<file path="src/rtl/fp_pkg.sv">
// Shared FP-unit definitions: rounding-mode and flag encodings, canonical NaN,
// and the tag carried alongside operations through fixed-latency pipes.
package fp_pkg;

    localparam logic [2:0]  FP_RM_DYN = 3'b111;
    localparam logic [31:0] FP_QNAN   = 32'h7FC0_0000;

    // Bit positions inside the 5-bit {NV,DZ,OF,UF,NX} flag vector
    localparam int unsigned FLAG_NV = 4;
    localparam int unsigned FLAG_DZ = 3;
    localparam int unsigned FLAG_OF = 2;
    localparam int unsigned FLAG_UF = 1;
    localparam int unsigned FLAG_NX = 0;

    typedef struct packed {
        logic       vld;
        logic [2:0] id;
    } fp_tag_t;

endpackage

</file>
<file path="src/rtl/fp_rr_arbiter.sv">
// Round-robin arbiter with a registered priority pointer; the pointer moves to
// the requester after the winner whenever a grant is issued with advance set.
module fp_rr_arbiter
    import fp_pkg::*;
#(
    parameter int unsigned N  = 4,
    parameter int unsigned IW = (N > 1) ? $clog2(N) : 1
) (
    input  logic          clk,
    input  logic          rst_n,
    input  logic [N-1:0]  req,
    input  logic          advance,
    output logic [N-1:0]  gnt,
    output logic [IW-1:0] gnt_id,
    output logic          gnt_any
);

    logic [IW-1:0] ptr_q, ptr_d;

    // Two passes: first the requesters at or above the pointer, then wrap.
    always_comb begin
        gnt     = '0;
        gnt_id  = '0;
        gnt_any = 1'b0;
        for (int unsigned j = 0; j < N; j++) begin
            if (!gnt_any && req[j] && (j >= 32'(ptr_q))) begin
                gnt_any = 1'b1;
                gnt[j]  = 1'b1;
                gnt_id  = IW'(j);
            end
        end
        for (int unsigned j = 0; j < N; j++) begin
            if (!gnt_any && req[j]) begin
                gnt_any = 1'b1;
                gnt[j]  = 1'b1;
                gnt_id  = IW'(j);
            end
        end
        ptr_d = ptr_q;
        if (advance && gnt_any) begin
            ptr_d = (32'(gnt_id) == N - 1) ? '0 : gnt_id + 1'b1;
        end
    end

    always_ff @(posedge clk or negedge rst_n) begin
        if (!rst_n) begin
            ptr_q <= '0;
        end else begin
            ptr_q <= ptr_d;
        end
    end

endmodule

</file>
<file path="src/rtl/fp32_add_arbiter.sv">
// Round-robin sharing of one fixed-latency FP32 adder among NUM_REQ requesters.
// Optional sticky flag accumulator: define FP_ADD_ARB_FLAGS_ACC_EN.
module fp32_add_arbiter
    import fp_pkg::*;
#(
    parameter int unsigned NUM_REQ = 4,
    parameter int unsigned ADD_LAT = 4
) (
    input  logic                   clk,
    input  logic                   rst_n,
    input  logic [NUM_REQ-1:0]     req_valid,
    output logic [NUM_REQ-1:0]     req_ready,
    input  logic [32*NUM_REQ-1:0]  req_x,
    input  logic [32*NUM_REQ-1:0]  req_y,
    input  logic [NUM_REQ-1:0]     req_sub,
    input  logic [3*NUM_REQ-1:0]   req_rm,
    input  logic [2:0]             csr_frm,
    output logic [31:0]            add_x,
    output logic [31:0]            add_y,
    output logic                   add_sub,
    output logic [2:0]             add_rm,
    input  logic [31:0]            add_sum,
    input  logic [4:0]             add_flags,
    output logic [NUM_REQ-1:0]     rsp_valid,
    output logic [31:0]            rsp_sum,
    output logic [4:0]             rsp_flags,
    output logic [3:0]             in_flight,
    output logic                   idle,
    output logic [4:0]             fflags_acc,
    input  logic                   fflags_clr
);

    localparam int unsigned IW = (NUM_REQ > 1) ? $clog2(NUM_REQ) : 1;

    logic [NUM_REQ-1:0] gnt;
    logic [IW-1:0]      gnt_id;
    logic               gnt_any;

    fp_rr_arbiter #(
        .N  (NUM_REQ),
        .IW (IW)
    ) u_arb (
        .clk     (clk),
        .rst_n   (rst_n),
        .req     (req_valid),
        .advance (|req_valid),
        .gnt     (gnt),
        .gnt_id  (gnt_id),
        .gnt_any (gnt_any)
    );

    assign req_ready = gnt;

    // Operand mux: zero when nothing is granted; the tag marks that slot invalid.
    always_comb begin
        add_x   = '0;
        add_y   = '0;
        add_sub = 1'b0;
        add_rm  = '0;
        for (int unsigned i = 0; i < NUM_REQ; i++) begin
            if (gnt[i]) begin
                add_x   = req_x[32*i +: 32];
                add_y   = req_y[32*i +: 32];
                add_sub = req_sub[i];
                add_rm  = (req_rm[3*i +: 3] == FP_RM_DYN) ? csr_frm : req_rm[3*i +: 3];
            end
        end
    end

    fp_tag_t tag_q [ADD_LAT];
    fp_tag_t tag_d [ADD_LAT];
    fp_tag_t tag_out;
    logic    rsp_any;

    always_comb begin
        tag_d[0].vld = gnt_any;
        tag_d[0].id  = 3'(gnt_id);
        for (int unsigned k = 1; k < ADD_LAT; k++) begin
            tag_d[k] = tag_q[k-1];
        end
    end

    always_ff @(posedge clk or negedge rst_n) begin
        if (!rst_n) begin
            tag_q <= '{default: '0};
        end else begin
            tag_q <= tag_d;
        end
    end

    assign tag_out = tag_q[ADD_LAT-1];
    assign rsp_any = tag_out.vld;

    always_comb begin
        rsp_valid = '0;
        for (int unsigned i = 0; i < NUM_REQ; i++) begin
            rsp_valid[i] = tag_out.vld && (tag_out.id == 3'(i));
        end
    end

    assign rsp_sum   = add_sum;
    assign rsp_flags = add_flags;

    logic [3:0] in_flight_q, in_flight_d;

    always_comb begin
        in_flight_d = in_flight_q;
        case ({gnt_any, rsp_any})
            2'b10:   in_flight_d = in_flight_q + 4'd1;
            2'b01:   in_flight_d = in_flight_q - 4'd1;
            default: in_flight_d = in_flight_q;
        endcase
    end

    always_ff @(posedge clk or negedge rst_n) begin
        if (!rst_n) begin
            in_flight_q <= '0;
        end else begin
            in_flight_q <= in_flight_d;
        end
    end

    assign in_flight = in_flight_q;
    assign idle      = (in_flight_q == '0) && !(|req_valid);

`ifdef FP_ADD_ARB_FLAGS_ACC_EN
    logic [4:0] fflags_q, fflags_d;

    // Clear first, so a coinciding response leaves only its own flags.
    always_comb begin
        fflags_d = fflags_clr ? '0 : fflags_q;
        if (rsp_any) begin
            fflags_d = fflags_d | add_flags;
        end
    end

    always_ff @(posedge clk or negedge rst_n) begin
        if (!rst_n) begin
            fflags_q <= '0;
        end else begin
            fflags_q <= fflags_d;
        end
    end

    assign fflags_acc = fflags_q;
`else
    logic unused_fflags_clr;

    assign unused_fflags_clr = fflags_clr;
    assign fflags_acc        = '0;
`endif

endmodule
</file>
<file path="config.mk">
export PLATFORM = sky130hd
export DESIGN_NAME = fp32_add_arbiter
export DESIGN_NICKNAME = d
export VERILOG_FILES = /design/src/rtl/fp_pkg.sv /design/src/rtl/fp_rr_arbiter.sv /design/src/rtl/fp32_add_arbiter.sv
export SDC_FILE = /design/constraint.sdc
export NUM_CORES = 1
export LEC_CHECK = 0
export BUFFER_PORTS_ARGS = -buffer_cell sky130_fd_sc_hd__buf_2
export CAP_MARGIN = 20
export CORE_AREA = 2 2 171 173
export DETAILED_ROUTE_END_ITERATION = 10
export DIE_AREA = 0 0 173 175
export SLEW_MARGIN = 20
export SYNTH_ARGS = -nofsm -noshare
export SYNTH_HDL_FRONTEND = slang
export SYNTH_SLANG_ARGS = --single-unit
</file>
<file path="constraint.sdc">
create_clock -name clk -period 3.3 [get_ports clk]
set_input_delay 0.165 -clock clk [delete_from_list [all_inputs] [get_ports clk]]
set_output_delay 0.165 -clock clk [all_outputs]
set_load 0.01 [all_outputs]
</file>
; ---- Word level (Yosys, flattened, before mapping)
; Cells that the tools add are included.
[totals]
regBits = 18
input_bits = 319
wordCells = 98
[op_classes]
n_addsub = 3
magnitude_cmp = 3
eq_ne = 10
n_mux = 44
reduce_logical = 28
[ops]
columns = op, count
row1 = 32-bit two-way mux, 8
row2 = 3-bit two-way mux, 8
row3 = 1-bit two-way mux, 20
row4 = 1-bit logical AND, 16
row5 = 2-bit two-way mux, 7
row6 = "3-bit == test, second input constant", 4
row7 = "2-bit == test, second input constant", 4
row8 = 1-bit logical NOT, 8
row9 = 4-bit one-hot mux with 2 select lines, 1
row10 = "4-bit by 1-bit adder with 4-bit output, second input constant", 1
row11 = "2-bit by 1-bit == test with 1-bit output, second input constant", 2
row12 = "1-bit by 2-bit >= comparator with 1-bit output, first input constant", 2
row13 = 4-bit logical NOT, 1
row14 = 4-bit OR reduction, 1
row15 = "4-bit by 1-bit subtractor with 4-bit output, second input constant", 1
row16 = 3-bit logical NOT, 1
row17 = "2-bit by 1-bit adder with 2-bit output, second input constant", 1
row18 = "2-bit >= comparator, first input constant", 1
row19 = 2-bit nonzero test, 1

; ---- Longest topological paths before layout
[depth]
depth_word = 28
depth_mapped = 9
ltp_nobuf = 8

; ---- Cells and area by module
; A second synthesis with hierarchy kept.
[unflattened]
cells_unflattened = 462
area_unflattened_um2 = 3699.8
[modules_own_cells]
columns = module, n_inst, cells_each, area_each_um2, seq_area_each_um2
row1 = fp32_add_arbiter, 1, 424, 3408.3, 400.4
row2 = fp_rr_arbiter, 1, 38, 291.5, 50.0

; ---- Least setup slack after synthesis
; OpenSTA, ideal clock, no wires.
[synth_timing]
path_kind = reg-to-reg
from = reg u_arb.ptr_q[1]
to = reg u_arb.ptr_q[0]
t_arrival_ns = 1.829
slack_ns = 1.368
path_stages_with_launch = 9
n_path_buf = 2
period_less_slack_ns = 1.932
cell_sequence = dfrtp_1 buf_4 nand2b_1 a21oi_2 or2_1 clkbuf_1 nand2b_1 ha_1 o41ai_2
[synth_between]
elab_chain_len = 28
elab_cells_between_ends = 39
classes_between = add/sub: 1 / order compare: 3 / eq/ne: 1 / mux: 16 / reduce/logical: 18
[synth_rtl]
columns = item, line
row1 = "start, declared", fp_rr_arbiter.sv:18  ; logic [IW-1:0] ptr_q, ptr_d;
row2 = "start signal, assigned", fp_rr_arbiter.sv:49  ; ptr_q <= ptr_d;
row3 = 1-bit by 2-bit >= comparator with 1-bit output, fp_rr_arbiter.sv:26  ; if (!gnt_any && req[j] && (j >= 32'(ptr_q))) begin
row4 = 1-bit logical AND, fp_rr_arbiter.sv:26
row5 = 1-bit two-way mux, fp_rr_arbiter.sv:26
row6 = 1-bit logical NOT, fp_rr_arbiter.sv:26
row7 = 1-bit logical AND (2 in a row), fp_rr_arbiter.sv:26
row8 = 1-bit two-way mux, fp_rr_arbiter.sv:26
row9 = 1-bit logical NOT, fp_rr_arbiter.sv:26
row10 = 1-bit logical AND (2 in a row), fp_rr_arbiter.sv:26
row11 = [... 11 more ...], -
row12 = 1-bit logical AND, fp_rr_arbiter.sv:33  ; if (!gnt_any && req[j]) begin
row13 = 1-bit two-way mux, fp_rr_arbiter.sv:33
row14 = 1-bit logical NOT, fp_rr_arbiter.sv:33
row15 = 1-bit logical AND, fp_rr_arbiter.sv:33
row16 = 2-bit two-way mux (*), fp_rr_arbiter.sv:33
row17 = via gnt_id[0], fp32_add_arbiter.sv:36  ; logic [IW-1:0] gnt_id;
row18 = 2-bit by 1-bit adder with 2-bit output / 2-bit == test (equally long branches), fp_rr_arbiter.sv:41  ; ptr_d = (32'(gnt_id) == N - 1) ? '0 : gnt_id + 1'b1;
row19 = 2-bit two-way mux (*), fp_rr_arbiter.sv:41
; Mark *: on every way through the listed nets, which the timed path passes. The rest lies on a longest branch.
; A chain may end at the register's enable or synchronous reset.

; ---- Worst setup path after layout
[layout_timing]
from = reg u_arb.ptr_q[1]
to = out add_x[6]
[layout_between]
elab_chain_len = 27
elab_cells_between_ends = 38
classes_between = order compare: 3 / mux: 18 / reduce/logical: 17
[layout_rtl]
columns = item, line
row1 = 1-bit by 2-bit >= comparator with 1-bit output, fp_rr_arbiter.sv:26
row2 = 1-bit logical AND, fp_rr_arbiter.sv:26
row3 = 1-bit two-way mux, fp_rr_arbiter.sv:26
row4 = 1-bit logical NOT, fp_rr_arbiter.sv:26
row5 = 1-bit logical AND (2 in a row), fp_rr_arbiter.sv:26
row6 = 1-bit two-way mux, fp_rr_arbiter.sv:26
row7 = 1-bit logical NOT, fp_rr_arbiter.sv:26
row8 = 1-bit logical AND (2 in a row), fp_rr_arbiter.sv:26
row9 = [... 9 more ...], -
row10 = 1-bit two-way mux, fp_rr_arbiter.sv:33
row11 = 1-bit logical NOT, fp_rr_arbiter.sv:33
row12 = 1-bit logical AND, fp_rr_arbiter.sv:33
row13 = 1-bit two-way mux, fp_rr_arbiter.sv:33
row14 = 1-bit logical NOT, fp_rr_arbiter.sv:33
row15 = 1-bit logical AND, fp_rr_arbiter.sv:33
row16 = 1-bit two-way mux, fp_rr_arbiter.sv:33
row17 = 32-bit two-way mux (*), fp32_add_arbiter.sv:61  ; if (gnt[i]) begin
row18 = "end, declared", fp32_add_arbiter.sv:18  ; output logic [31:0] add_x,
; Mark *: on every way between the ends. The rest lies on a longest branch, timed or not.

==> impl_metrics.yaml <==
clocking:
  ctsLongestPathBuffers: 2
  cts.sinks: 18
  h-tree-depth: 1
  cts_made_buffers: 3
  clk_pin_slew_ns: 0.05
  cts_tree: "built"
  clk_latency_ns: 0.25
  cts-root-buf: "clkbuf_16"
routing:
  drc: 0
  wl_met1_um: 7270
  drt-total-wl_um: 18900
  route.met3.wl_um: 2030
  top_layer: "met5"
  wire_per_inst_um: 16.6
  firstDrtPassIters: 6
  first_iter_violations: 192
  vias_per_cell: 4.42
  antenna_left: 0
  routed-wl-met2_um: 9160
  route.vias.total: 5029
synthesis:
  synth-edff-count: 0
  yosysTopAreaCellShare_pct: 13.3
  syn_area_mm2: 0.00339
  yosysWarnings: 0
  netlist_instances: 464
  ys_seq_area_share_pct: 13.3
  synth_cell_types: 44
  synth-seq-cells: 18
  synth-main-ff-cell: "dfrtp_1"
  ys_top_cells_by_area: "dfrtp_1 13%, a22oi_1 12%, buf_4 12%, a211oi_1 11%, nor3_1 9.6%"
  synthArstFlopShare_pct: 100
  syn-mean-instance-area_um2: 7.30
  yosys.area.top_type: "dfrtp_1"
finish:
  layout_commonest_cell: "buf_2"
  final_util_pct: 19.0
  nFillCells: 3252
  mostFrequentLayoutCells: "361 x buf_2, 65 x nor3_1, 55 x a22oi_1, 52 x a21oi_1, 49 x a211oi_1"
  nets: 1077
  stdcell_area_mm2: 0.00539
  drive_gt1_share_pct: 55.2
  area_growth_pct: 59.0
floorplan:
  core_mm2: 0.0284
  initial_core_util_pct: 11.9
  dieWidth_um: 173
  design.die.area_mm2: 0.0303
  die_h_um: 175
  io_pins: 442
  rows: 62
grt:
  grtUsageTotal_pct: 11.3
  grt_max_degree: 66
  grt_pass1_vias: 4774
  antenna_found_initial: 2
  grt_first_pass_wirelength_um: 27200
  globalRouteOverflowTotal: 0
worst_setup_path:
  crit_type: "reg -> out"
  crit_family: "compound AO/OA/AOI/OAI gates"
  worst_r2r_endpoint: "u_arb.ptr_q[1]$_DFFE_PN0P_"
  critPathCaptureType: "primary output"
  path_cells: "a21oi_1 -> o211a_4 -> a22oi_1 -> a211oi_1 -> buf_2"
  path_max_fanout: 62
  timing.rr.start: "u_arb.ptr_q[1]$_DFFE_PN0P_"
  max_stage_delay_ns: 0.76
  r2r_cells: 7
  start_kind: "flop"
  r2r_slack_ns: 0.91
  worstPathRequired_ns: 3.13
  path_buf_inv: 1
  cp_data_arrival_time_ns: 2.71
  critPathSlowestCell: "o211a_4"
hold_path:
  hold_depth: 0
  hold-path-endpoint: "rsp_flags[2]"
  hold_class: "in -> out"
  worstHoldStart: "add_flags[2]"
placed_design:
  gp_congestion: 0.787
  hpwl_um: 14900
  numPortBuffers: 361
  placed_area_mm2: 0.00529
power:
  p_leak_uw: 0.00245
  pwr-share-comb_pct: 80.4
  power_density_mw_per_mm2: 630
  intPower_uw: 1590
  swShare_pct: 53.1
  switching_power_uw: 1800
  p_clk_share_pct: 7.7
  ir_worst_vdd_mv: 0.263
  pwr-share-seq_pct: 11.9
timing:
  layout_min_cycle_time_ns: 2.87
  timing.hold.ws_ns: 0.330
  fin_setup_tns_ns: 0
  rsz0062_at_grt: "false"
  finalMaxSlewViolations: 0
  fin_skew_ns: 0.00238
  period_share_pct: 87.0
  finalSetupViolCount: 0
  max_freq_ghz: 0.348
  worst_pin_slew_ns: 0.919
  hold_viol: 0
  max-slew-margin-rel_pct: 38.7
outcome:
  status: "complete, no violations"
run:
  cap_violations: 0
-- worst max-delay path by stage --
stage	from	cells after the start	end
finish	u_arb.ptr_q[1]$_DFFE_PN0P_	5	add_x[6]
global route	u_arb.ptr_q[1]$_DFFE_PN0P_	5	add_x[6]
CTS	u_arb.ptr_q[1]$_DFFE_PN0P_	5	add_x[6]
detailed placement	u_arb.ptr_q[1]$_DFFE_PN0P_	5	add_x[6]
global placement	u_arb.ptr_q[1]$_DFFE_PN0P_	5	add_x[6]
floorplan	u_arb.ptr_q[1]$_DFFE_PN0P_	8	u_arb.ptr_q[0]$_DFFE_PN0P_
-- layout make-up --
class / instances / area [um2] / share of cell area, %
Inverter: 6 / 22.5 / 0.418
Tap cell: 384 / 480 / 8.92
Timing Repair Buffer: 376 / 1960 / 36.4
Sequential cell: 18 / 450 / 8.36
Multi-Input combinational cell: 349 / 2380 / 44.2
Clock buffer: 4 / 88.8 / 1.65
Antenna cell: 1 / 2.50 / 0.0465
-- flip-flops by register name, indices dropped and copies added, names as in the netlist --
| register | flops |
|---|---|
| tag_d | 9 |
| in_flight | 4 |
| tag_out | 2 |
| u_arb.ptr_q | 2 |
| rsp_any | 1 |
-- power groups by stage --
stage	combinational, uW	clock, uW	sequential, uW
floorplan	1690	0	372
global placement	2720	0	402
detailed placement	2740	0	405
CTS	2750	272	403
global route	2970	279	416
finish	2730	262	403
-- through the flow --
stage | worst slack, ns | total power [uW] | instances
global route | 0.255 | 3670 | 1138
global placement | 0.725 | 3120 | 1132
CTS | 0.443 | 3420 | 1137
detailed placement | 0.719 | 3150 | 1132
finish | 0.429 | 3390 | 1138
floorplan | 1.37 | 2060 | 468
-- layer usage --
layer | up-vias | global-route usage (%)
li1 | 2334 | -
met1 | 2330 | 13.2
met2 | 327 | 19.5
met3 | 36 | 4.05
met4 | 2 | 3.25
met5 | - | 0
-- cells in the mapped netlist (all sizes together) (2+ instances only) --
| cell | count |
|---|---|
| buf | 85 |
| a22oi | 65 |
| nor3 | 65 |
| a21oi | 53 |
| a211oi | 49 |
| dfrtp | 18 |
| a31oi | 17 |
| a21bo | 16 |
| nand2 | 15 |
| o21ai | 12 |
| clkbuf | 10 |
| nor2 | 7 |
| nor2b | 7 |
| inv | 6 |
| ha | 4 |
| xor2 | 4 |
| a32oi | 3 |
| nand3b | 3 |
| o21a | 3 |
| o221ai | 3 |
| nand2b | 2 |
-- worst reg2reg max path: stages, from the launching register on --
cell      delay (ns)
dfrtp_1         0.55
a21oi_1         0.23
o211a_4         0.76
buf_4           0.27
nand2b_1        0.12
ha_1            0.23
nand2_1         0.06
nand2_1         0.05
-- logic make-up (layout without fill, tap and decap cells) --
group	after synthesis	in the layout	synth area share (%)
AO/OA/AOI/OAI	227	227	48.4
AND/OR/NAND/NOR	107	107	16.2
buffers and inverters	101	386	18.9
flip-flops	18	18	13.3
XOR/XNOR	5	5	1.29
adder cells (fa/ha/maj)	4	4	1.48
other	1	6	0.111
multiplexers	1	1	0.332
-- what timing repair did --
| action | in CTS | in global routing |
|---|---|---|
| hold buffers | 1 | 0 |
| buffers inserted | 0 | 0 |
| hold endpoints to repair | 18 | 0 |
| setup endpoints to repair | 0 | 0 |
| resized for setup | 0 | 0 |
Note: power is estimated with default switching activity, not from simulation.
